### src/rtl/tlb_fill_if.sv
// Bundle of miss, page-walk and TLB-entry signals around the TLB refill controller.
// The controller connects through the master modport; the lookup pipeline, walker
// and testbench side use the slave modport.
interface tlb_fill_if #(
  parameter int NUM_ENTRIES = 8,
  parameter int VPN_WIDTH   = 20,
  parameter int PFN_WIDTH   = 20
);
  logic                             miss_in;
  logic [VPN_WIDTH-1:0]             miss_vpn;
  logic                             flush;

  logic                             walk_req_valid;
  logic [VPN_WIDTH-1:0]             walk_req_vpn;
  logic                             walk_req_ready;

  logic                             walk_rsp_valid;
  logic [PFN_WIDTH-1:0]             walk_rsp_pf;
  logic                             walk_rsp_p;
  logic                             walk_rsp_rw;
  logic                             walk_rsp_pcd;
  logic                             walk_rsp_fault;

  logic [NUM_ENTRIES*VPN_WIDTH-1:0] VP;
  logic [NUM_ENTRIES*PFN_WIDTH-1:0] PF;
  logic [NUM_ENTRIES-1:0]           entry_v;
  logic [NUM_ENTRIES-1:0]           entry_P;
  logic [NUM_ENTRIES-1:0]           entry_RW;
  logic [NUM_ENTRIES-1:0]           entry_PCD;

  logic                             stall;
  logic                             fill_done;
  logic                             walk_fault;

  modport master (
    input  miss_in, miss_vpn, flush,
    output walk_req_valid, walk_req_vpn,
    input  walk_req_ready,
    input  walk_rsp_valid, walk_rsp_pf, walk_rsp_p, walk_rsp_rw, walk_rsp_pcd, walk_rsp_fault,
    output VP, PF, entry_v, entry_P, entry_RW, entry_PCD,
    output stall, fill_done, walk_fault
  );

  modport slave (
    output miss_in, miss_vpn, flush,
    input  walk_req_valid, walk_req_vpn,
    output walk_req_ready,
    output walk_rsp_valid, walk_rsp_pf, walk_rsp_p, walk_rsp_rw, walk_rsp_pcd, walk_rsp_fault,
    input  VP, PF, entry_v, entry_P, entry_RW, entry_PCD,
    input  stall, fill_done, walk_fault
  );
endinterface

### src/rtl/tlb_fill_ctrl.sv
// Refill and maintenance controller for the 8-entry fully associative MEM-stage TLB.
// Owns the entry storage, sequences page-walk request/response on a miss, picks a
// victim (tag hit, then lowest free, then round-robin) and handles global flush.
module tlb_fill_ctrl #(
  parameter int NUM_ENTRIES = 8,
  parameter int VPN_WIDTH   = 20,
  parameter int PFN_WIDTH   = 20
) (
  input  logic      clk,
  input  logic      rst,
  tlb_fill_if.master bus
);

  localparam int IDX_W = $clog2(NUM_ENTRIES);
  localparam logic [IDX_W-1:0] IDX_ONE = 1;

  typedef enum logic [1:0] {
    S_IDLE,
    S_REQ,
    S_WAIT,
    S_WRITE
  } state_t;

  state_t                                 state;
  logic [VPN_WIDTH-1:0]                   req_vpn;
  logic [PFN_WIDTH-1:0]                   rsp_pf;
  logic                                   rsp_p;
  logic                                   rsp_rw;
  logic                                   rsp_pcd;
  logic                                   discard;
  logic [IDX_W-1:0]                       rr_ptr;

  logic [NUM_ENTRIES-1:0][VPN_WIDTH-1:0]  vp_mem;
  logic [NUM_ENTRIES-1:0][PFN_WIDTH-1:0]  pf_mem;
  logic [NUM_ENTRIES-1:0]                 v_q;
  logic [NUM_ENTRIES-1:0]                 p_q;
  logic [NUM_ENTRIES-1:0]                 rw_q;
  logic [NUM_ENTRIES-1:0]                 pcd_q;

  logic                                   walk_req_valid_q;
  logic                                   stall_q;
  logic                                   fill_done_q;
  logic                                   walk_fault_q;

  logic                                   hit_found;
  logic [IDX_W-1:0]                       hit_idx;
  logic                                   free_found;
  logic [IDX_W-1:0]                       free_idx;
  logic [IDX_W-1:0]                       victim;
  logic                                   use_rr;

  // Victim choice: an existing tag match avoids duplicates, otherwise the lowest
  // free slot, otherwise the round-robin pointer. Scanning downward lets the
  // lowest index win both searches.
  always_comb begin
    hit_found  = 1'b0;
    hit_idx    = '0;
    free_found = 1'b0;
    free_idx   = '0;
    victim     = rr_ptr;
    use_rr     = 1'b0;
    for (int i = NUM_ENTRIES - 1; i >= 0; i--) begin
      if (v_q[i] && (vp_mem[i] == req_vpn)) begin
        hit_found = 1'b1;
        hit_idx   = i[IDX_W-1:0];
      end
      if (!v_q[i]) begin
        free_found = 1'b1;
        free_idx   = i[IDX_W-1:0];
      end
    end
    if (hit_found) begin
      victim = hit_idx;
    end else if (free_found) begin
      victim = free_idx;
    end else begin
      victim = rr_ptr;
      use_rr = 1'b1;
    end
  end

  // Refill FSM together with the entry storage and all registered outputs. A flush
  // while a walk is outstanding marks the eventual response for discard, and a
  // flush arriving in the same cycle as the response drops it directly.
  always_ff @(posedge clk or posedge rst) begin
    if (rst) begin
      state            <= S_IDLE;
      req_vpn          <= '0;
      rsp_pf           <= '0;
      rsp_p            <= 1'b0;
      rsp_rw           <= 1'b0;
      rsp_pcd          <= 1'b0;
      discard          <= 1'b0;
      rr_ptr           <= '0;
      vp_mem           <= '0;
      pf_mem           <= '0;
      v_q              <= '0;
      p_q              <= '0;
      rw_q             <= '0;
      pcd_q            <= '0;
      walk_req_valid_q <= 1'b0;
      stall_q          <= 1'b0;
      fill_done_q      <= 1'b0;
      walk_fault_q     <= 1'b0;
    end else begin
      fill_done_q  <= 1'b0;
      walk_fault_q <= 1'b0;
      case (state)
        S_IDLE: begin
          if (bus.flush) begin
            v_q <= '0;
          end else if (bus.miss_in) begin
            req_vpn          <= bus.miss_vpn;
            walk_req_valid_q <= 1'b1;
            stall_q          <= 1'b1;
            state            <= S_REQ;
          end
        end
        S_REQ: begin
          if (bus.flush) begin
            v_q     <= '0;
            discard <= 1'b1;
          end
          if (bus.walk_req_ready) begin
            walk_req_valid_q <= 1'b0;
            state            <= S_WAIT;
          end
        end
        S_WAIT: begin
          if (bus.flush) begin
            v_q     <= '0;
            discard <= 1'b1;
          end
          if (bus.walk_rsp_valid) begin
            if (discard || bus.flush) begin
              discard <= 1'b0;
              stall_q <= 1'b0;
              state   <= S_IDLE;
            end else if (bus.walk_rsp_fault) begin
              walk_fault_q <= 1'b1;
              stall_q      <= 1'b0;
              state        <= S_IDLE;
            end else begin
              rsp_pf  <= bus.walk_rsp_pf;
              rsp_p   <= bus.walk_rsp_p;
              rsp_rw  <= bus.walk_rsp_rw;
              rsp_pcd <= bus.walk_rsp_pcd;
              state   <= S_WRITE;
            end
          end
        end
        S_WRITE: begin
          vp_mem[victim] <= req_vpn;
          pf_mem[victim] <= rsp_pf;
          p_q[victim]    <= rsp_p;
          rw_q[victim]   <= rsp_rw;
          pcd_q[victim]  <= rsp_pcd;
          if (bus.flush) begin
            v_q <= '0;
          end else begin
            v_q[victim] <= 1'b1;
          end
          if (use_rr) begin
            rr_ptr <= rr_ptr + IDX_ONE;
          end
          fill_done_q <= 1'b1;
          stall_q     <= 1'b0;
          state       <= S_IDLE;
        end
        default: begin
          stall_q          <= 1'b0;
          walk_req_valid_q <= 1'b0;
          state            <= S_IDLE;
        end
      endcase
    end
  end

  assign bus.walk_req_valid = walk_req_valid_q;
  assign bus.walk_req_vpn   = req_vpn;
  assign bus.VP             = vp_mem;
  assign bus.PF             = pf_mem;
  assign bus.entry_v        = v_q;
  assign bus.entry_P        = p_q;
  assign bus.entry_RW       = rw_q;
  assign bus.entry_PCD      = pcd_q;
  assign bus.stall          = stall_q;
  assign bus.fill_done      = fill_done_q;
  assign bus.walk_fault     = walk_fault_q;

endmodule

### src/flat_wrapper.sv
// flat-port wrapper written by rule: the top's interface ports become plain ports
module tlb_fill_ctrl_flat 
#(
  parameter int NUM_ENTRIES = 8,
  parameter int VPN_WIDTH   = 20,
  parameter int PFN_WIDTH   = 20
)
  (clk, rst, bus_miss_in, bus_miss_vpn, bus_flush, bus_walk_req_valid, bus_walk_req_vpn, bus_walk_req_ready, bus_walk_rsp_valid, bus_walk_rsp_pf, bus_walk_rsp_p, bus_walk_rsp_rw, bus_walk_rsp_pcd, bus_walk_rsp_fault, bus_VP, bus_PF, bus_entry_v, bus_entry_P, bus_entry_RW, bus_entry_PCD, bus_stall, bus_fill_done, bus_walk_fault);
  tlb_fill_if #(.NUM_ENTRIES(NUM_ENTRIES), .VPN_WIDTH(VPN_WIDTH), .PFN_WIDTH(PFN_WIDTH)) bus_i ();
  input  logic clk;
  input  logic rst;
  input wire logic [$bits(bus_i.miss_in)-1:0] bus_miss_in;
  input wire logic [$bits(bus_i.miss_vpn)-1:0] bus_miss_vpn;
  input wire logic [$bits(bus_i.flush)-1:0] bus_flush;
  output wire logic [$bits(bus_i.walk_req_valid)-1:0] bus_walk_req_valid;
  output wire logic [$bits(bus_i.walk_req_vpn)-1:0] bus_walk_req_vpn;
  input wire logic [$bits(bus_i.walk_req_ready)-1:0] bus_walk_req_ready;
  input wire logic [$bits(bus_i.walk_rsp_valid)-1:0] bus_walk_rsp_valid;
  input wire logic [$bits(bus_i.walk_rsp_pf)-1:0] bus_walk_rsp_pf;
  input wire logic [$bits(bus_i.walk_rsp_p)-1:0] bus_walk_rsp_p;
  input wire logic [$bits(bus_i.walk_rsp_rw)-1:0] bus_walk_rsp_rw;
  input wire logic [$bits(bus_i.walk_rsp_pcd)-1:0] bus_walk_rsp_pcd;
  input wire logic [$bits(bus_i.walk_rsp_fault)-1:0] bus_walk_rsp_fault;
  output wire logic [$bits(bus_i.VP)-1:0] bus_VP;
  output wire logic [$bits(bus_i.PF)-1:0] bus_PF;
  output wire logic [$bits(bus_i.entry_v)-1:0] bus_entry_v;
  output wire logic [$bits(bus_i.entry_P)-1:0] bus_entry_P;
  output wire logic [$bits(bus_i.entry_RW)-1:0] bus_entry_RW;
  output wire logic [$bits(bus_i.entry_PCD)-1:0] bus_entry_PCD;
  output wire logic [$bits(bus_i.stall)-1:0] bus_stall;
  output wire logic [$bits(bus_i.fill_done)-1:0] bus_fill_done;
  output wire logic [$bits(bus_i.walk_fault)-1:0] bus_walk_fault;
  assign bus_i.miss_in = bus_miss_in;
  assign bus_i.miss_vpn = bus_miss_vpn;
  assign bus_i.flush = bus_flush;
  assign bus_walk_req_valid = bus_i.walk_req_valid;
  assign bus_walk_req_vpn = bus_i.walk_req_vpn;
  assign bus_i.walk_req_ready = bus_walk_req_ready;
  assign bus_i.walk_rsp_valid = bus_walk_rsp_valid;
  assign bus_i.walk_rsp_pf = bus_walk_rsp_pf;
  assign bus_i.walk_rsp_p = bus_walk_rsp_p;
  assign bus_i.walk_rsp_rw = bus_walk_rsp_rw;
  assign bus_i.walk_rsp_pcd = bus_walk_rsp_pcd;
  assign bus_i.walk_rsp_fault = bus_walk_rsp_fault;
  assign bus_VP = bus_i.VP;
  assign bus_PF = bus_i.PF;
  assign bus_entry_v = bus_i.entry_v;
  assign bus_entry_P = bus_i.entry_P;
  assign bus_entry_RW = bus_i.entry_RW;
  assign bus_entry_PCD = bus_i.entry_PCD;
  assign bus_stall = bus_i.stall;
  assign bus_fill_done = bus_i.fill_done;
  assign bus_walk_fault = bus_i.walk_fault;
  tlb_fill_ctrl #(.NUM_ENTRIES(NUM_ENTRIES), .VPN_WIDTH(VPN_WIDTH), .PFN_WIDTH(PFN_WIDTH)) u_core (.clk(clk), .rst(rst), .bus(bus_i));
endmodule
### config.mk
export PLATFORM = sky130hd
export DESIGN_NAME = tlb_fill_ctrl_flat
export DESIGN_NICKNAME = d
export VERILOG_FILES = /design/src/rtl/tlb_fill_if.sv /design/src/rtl/tlb_fill_ctrl.sv /design/src/flat_wrapper.sv
export SDC_FILE = /design/constraint.sdc
export NUM_CORES = 1
export LEC_CHECK = 0
export CAP_MARGIN = 20
export CORE_ASPECT_RATIO = 0.75
export CORE_MARGIN = 8
export CORE_UTILIZATION = 50
export CTS_BUF_LIST = sky130_fd_sc_hd__clkbuf_16
export CTS_CLUSTER_DIAMETER = 80
export CTS_CLUSTER_SIZE = 8
export DETAILED_ROUTE_END_ITERATION = 12
export GPL_TIMING_DRIVEN = 0
export PLACE_DENSITY = 0.8
export REMOVE_ABC_BUFFERS = 1
export SLEW_MARGIN = 20
export SYNTH_ARGS = -nofsm -noshare
export SYNTH_HDL_FRONTEND = slang
export SYNTH_SLANG_ARGS = --single-unit
### constraint.sdc
create_clock -name clk -period 17.2 [get_ports clk]
set_input_delay 2.58 -clock clk [delete_from_list [all_inputs] [get_ports clk]]
set_output_delay 2.58 -clock clk [all_outputs]
set_load 0.02 [all_outputs]
[Yosys cells after proc, flatten, opt, wreduce, memory -nomap -nowiden]
Index checks and enable logic that the tools add are counted.
Storage, ports and cells
  bits in registers: 405
  bits of input ports: 50
  output and inout bits: 376
  word-level logic and storage cells: 149
Cells by class
  $add $sub $neg: 1
  order comparisons: 2
  equality and inequality tests: 17
  multiplexer cells: 72
  bitwise operators: 4
  reduce and logical (&&, ||, !) cells: 21
Operators with widths (count)
  bitwise mux 160 bit: 2
  == test 20 bit: 8
  demux 20 bit (select 3 bit): 1
  2-to-1 mux 3 bit: 18
  2-to-1 mux 1 bit: 33
  bitwise mux 8 bit: 3
  2-to-1 mux 20 bit: 1
  2-to-1 mux 8 bit: 2
  case mux 8 bit (2 select lines): 1
  2-to-1 mux 2 bit: 6
  AND reduction 4 bit: 3
  logical AND 1 bit: 9
  inequality test 2 bit (second input constant): 4
  bitwise OR 8 bit: 1
  case mux 2 bit (4 select lines): 1
  AND reduction 5 bit: 1
  == test 2 bit (second input constant): 2
  less-than comparator 3 x 4 -> 1 bit (second input constant): 1
  case mux 1 bit (2 select lines): 2
  nonzero test 2 bit: 2
  adder 3 x 1 -> 3 bit (second input constant): 1
  demux 1 bit (select 3 bit): 1
  >= comparator 3 x 1 -> 1 bit (second input constant): 1
  inequality test 3 x 2 -> 1 bit (second input constant): 1
  other kinds (10): 12

[Depth between registers and ports, before layout]
  word-level depth: 18
  depth in mapped cells: 12
  depth with buffers taken out: 8

[Worst setup path before layout]
OpenSTA, ideal clock, no wires.
  kind: input -> register
  start: input port bus_flush
  end: register u_core.rsp_p
  arrival time: 3.604 ns
  slack: 13.471 ns
  cell stages on the path: 4
  cells stage by stage: nor4b_1 > nand2_1 > buf_1 > mux2_2
Between the ends
  longest elaborated chain between the ends: 3
Ends and longest elaborated chain
  start, declared: RTL line flat_wrapper.sv:14  | input wire logic [$bits(bus_i.flush)-1:0] bus_flush;
  logical OR 1 bit: RTL line tlb_fill_ctrl.sv:135  | if (discard || bus.flush) begin
  inverter 1 bit (no source line)
  AND reduction 4 bit (no source line)
  end signal, assigned: RTL line tlb_fill_ctrl.sv:145  | rsp_p <= bus.walk_rsp_p;
  end, declared: RTL line tlb_fill_ctrl.sv:27  | logic rsp_p;
No other way between the ends.
A chain may end at the register's enable or synchronous reset.

[Final worst setup path]
  start: register u_core.req_vpn[2], in the netlist u_core.bus.walk_req_vpn[2]
  end: output port bus_walk_req_vpn[2]
RTL lines
  start, declared: RTL line tlb_fill_ctrl.sv:25  | logic [VPN_WIDTH-1:0] req_vpn;
  start signal, assigned: RTL line tlb_fill_ctrl.sv:113  | req_vpn <= bus.miss_vpn;
  end, declared: RTL line flat_wrapper.sv:16  | output wire logic [$bits(bus_i.walk_req_vpn)-1:0] bus_walk_req_vpn;
No word-level cell between the ends.

==> results.md <==
- Status: finished, final reports clean
- Routed wire length: 53780 microns
- DR vias: 11530
- Grt met3 use: 8.103%
- Clock share of power: 28.7%
- EDFF count, synth: 0
- Max-slew headroom: 25.01%
- Avg Cell Area, Syn: 15.05 sq um
- Wirelength per Cell: 25.64 microns
- 1st-iter DRT viols: 589
- Total core area: 0.03551 sq mm
- Filler cells: 2477
- Final Non-Filler Cells: 2097
- Vias per std cell: 5.498
- First-pass GRT wire length: 81260 microns
- Worst R2R Path Depth: 12
- Worst path slowest cell: dfrtp_1
- Pins Over Slew Limit: 0
- Placed Instances: 2036
- # setup viols final: 0
- Worst Hold Endpoint: u_core.rr_ptr[2]
- FF+latch count, synth: 405
- Routed Antenna Nets: 0
- R2R Path Start: u_core.bus.walk_req_vpn[2]
- Min Clock Period, post-route: 5.020 ns
- R2r setup slk: 12.25 ns
- Synth unique cells: 45
- Die Width: 234.0 microns
- Starting density of the core: 50.17%
- RSZ-0062 raised after global routing: false
- Crit-path max cell delay: 1.08 ns
- Largest net degree at the start of global routing: 106
- Worst Max-Slew Pin Slew: 1.125 ns
- Setup bufs post-CTS: 0
- Share of cells above drive strength 1: 31.33%
- All-Layer GR Usage: 25.32%
- Sequential share of the synthesized area: 56.89%
- Sw frac: 34.71%
- CP Max Fanout: 18
- Final HPWL DP: 39020 microns
- Most Crowded Layer GR: met2
- WHS Path Cells: 1
- Top-area cell type share of the netlist area: 56.89%
- PD cells: 137.4 mW/mm^2
- Main flop type after synthesis: dfrtp_1
- Placer Congestion: 0.8568
- NetSw: 0.001157 W
- FF+latch area: 0.01013 sq mm
- Worst Hold Class: flop to flop
- Post-CTS resize count: 0
- Vias in the first global route: 12500
- Die Ht: 179.5 microns
- Clock Latency Late Sink: 0.58 ns
- Clock Tree Root: clkbuf_16
- Cell area after technology mapping: 0.01781 sq mm
- Clk sink count: 405
- Leading area contributor after synthesis: dfrtp_1
- Hold-fix buffers at CTS: 0
- Commonest non-fill, non-tap cell in the layout: clkdlybuf4s50_1
- Die footprint: 0.04199 sq mm
- Worst R2R End: u_core.bus.PF[99]
- Worst Path Required: 14.62 ns
- Critical-path cell list: clkdlybuf4s50_1
- Family with the most delay on the worst path: flip-flops
- Port Buffer Count: 425
- Grt total ovfl: 0
- Sequential Power Share: 42.6%
- Final Cycle Share: 29.18%
- H-tree depth: 2
- Fraction of registers with async set/reset: 100.0%
- Multi-input gate area: 0.007137 sq mm
- Lkg Pwr: 11.02 nW
- CTS Buffer Depth: 3
- FP Rows: 60
- Clock Skews: 0.02458 ns
- Crit path buf inv count: 1
- CTS tree: done
- Synth-to-layout area growth: 36.13%
- Power Total: 0.003332 W
- Achievable Freq: 199.2 MHz
- Synth warnings: 0
- First-pass DRT Iterations: 5
- Crit. End Element: output port
- Initial antenna violation count: 1
- Residual DRC count: 0
- Startpoint types: flop
- Crit path DAT: 2.44 ns
- Maximum VDD drop: 0.09154 mV
- CP Class: flop to output port
- Max cap viols: 0
- Hold Startpoint: u_core.rr_ptr[2]
- Layout Nets: 1684
- M2 GR Usage: 39.77%
- Worst-path clk slew: 0.06 ns
- Combinational fraction of design power: 28.8%
- Internal power: 0.002175 W
- IO Count: 426
- Synth area leaders: dfrtp_1, mux2_2, mux2_4
- TritonCTS Buffers: 56
- Final hold violations: 0
- Cells after synthesis: 1184
- M1 GR Usage: 32.82%
- Most frequent cells in the layout: clkdlybuf4s50_1, dfrtp_1, mux2_2, xnor2_1, mux2_4
==> flip-flops by register name, indices dropped and copies added, names as in the netlist, 2 cells and up <==
| name | flops |
|---|---|
| u_core.bus.PF | 160 |
| u_core.bus.entry_v | 8 |
| u_core.bus.entry_PCD | 8 |
| u_core.bus.entry_RW | 8 |
| u_core.state | 2 |
| u_core.bus.walk_req_vpn | 20 |
| u_core.bus.VP | 160 |
| u_core.rr_ptr | 3 |
| u_core.bus.entry_P | 8 |
| u_core.rsp_pf | 20 |
==> area by class of cell <==
type | instances | area share (%)
Antenna cell | 1 | 0.01032
Clock buffer | 56 | 5.779
Clock inverter | 4 | 0.2064
Inverter | 11 | 0.2012
Multi-Input combinational cell | 690 | 29.43
Sequential cell | 405 | 41.79
Tap cell | 465 | 2.399
Timing Repair Buffer | 465 | 20.18
==> power by group through the flow <==
stage	registers, W	clock network, W	logic (W)
after floorplan	0.00146	0	0.000421
after CTS	0.00142	0.000979	0.000966
after global placement	0.00142	0	0.000935
final	0.00142	0.000956	0.000958
after detailed placement	0.00143	0	0.000958
after global routing	0.00145	0.00101	0.00102
==> worst max path at each step <==
stage / from / endpoint / slack (ns) / cells after the start
final: u_core.bus.walk_req_vpn[2] / bus_walk_req_vpn[2] / 12.18 / 1
after global routing: u_core.bus.walk_req_vpn[2] / u_core.bus.PF[99] / 12.07 / 12
after CTS: u_core.bus.walk_req_vpn[2] / bus_walk_req_vpn[2] / 12.18 / 1
after detailed placement: bus_flush / u_core.rsp_pf[19] / 12.10 / 4
after global placement: rst / u_core.bus.entry_RW[1] / -1.37 / 2
after floorplan: rst / u_core.bus.PF[0] / 3.35 / 1
==> metrics by stage <==
step	cell area [sq um]	setup slack (ns)	TNS (ns)	util (%)	hold slack (ns)
2_1_floorplan	17280	3.354	0	-	0.4461
3_3_place_gp	22110	-1.369	-537.11	62.27	0.4657
3_5_place_dp	22800	12.10	0	64.20	0.4796
4_1_cts	24250	12.18	0	68.29	0.4887
5_1_grt	24250	12.07	0	68.29	0.5019
6_report	24250	12.18	0	68.29	0.4928
==> cell families (layout without fill, tap and decap cells) <==
| family | Yosys count | count (layout) | synth area share [%] |
|---|---|---|---|
| XOR/XNOR | 162 | 162 | 7.965 |
| flip-flops | 405 | 405 | 56.89 |
| AND/OR/NAND/NOR | 95 | 95 | 3.617 |
| adder cells (fa/ha/maj) | 5 | 5 | 0.3512 |
| multiplexers | 388 | 388 | 26.17 |
| AO/OA/AOI/OAI | 40 | 40 | 1.749 |
| buffers and inverters | 89 | 536 | 3.259 |
| other | 0 | 1 | 0 |
==> cell usage after synthesis (7+ instances only) <==
master and instances:
clkbuf_1 12, nand3_1 10, nand4_1 36, buf_6 25, mux2_2 310, dfrtp_1 405, nor4_1 12, xnor2_1 117
mux2_4 78, o21ai_0 7, xor2_1 45, buf_2 35, a21oi_1 11, inv_1 11
==> per-layer routing <==
layer / part of all wire (%) / up-vias
li1: - / 5058
met1: 42 / 6006
met2: 46 / 371
met3: 7.9 / 93
met4: 3.4 / 2
met5: 0.024 / -
Power figures use the tool's default switching activity.
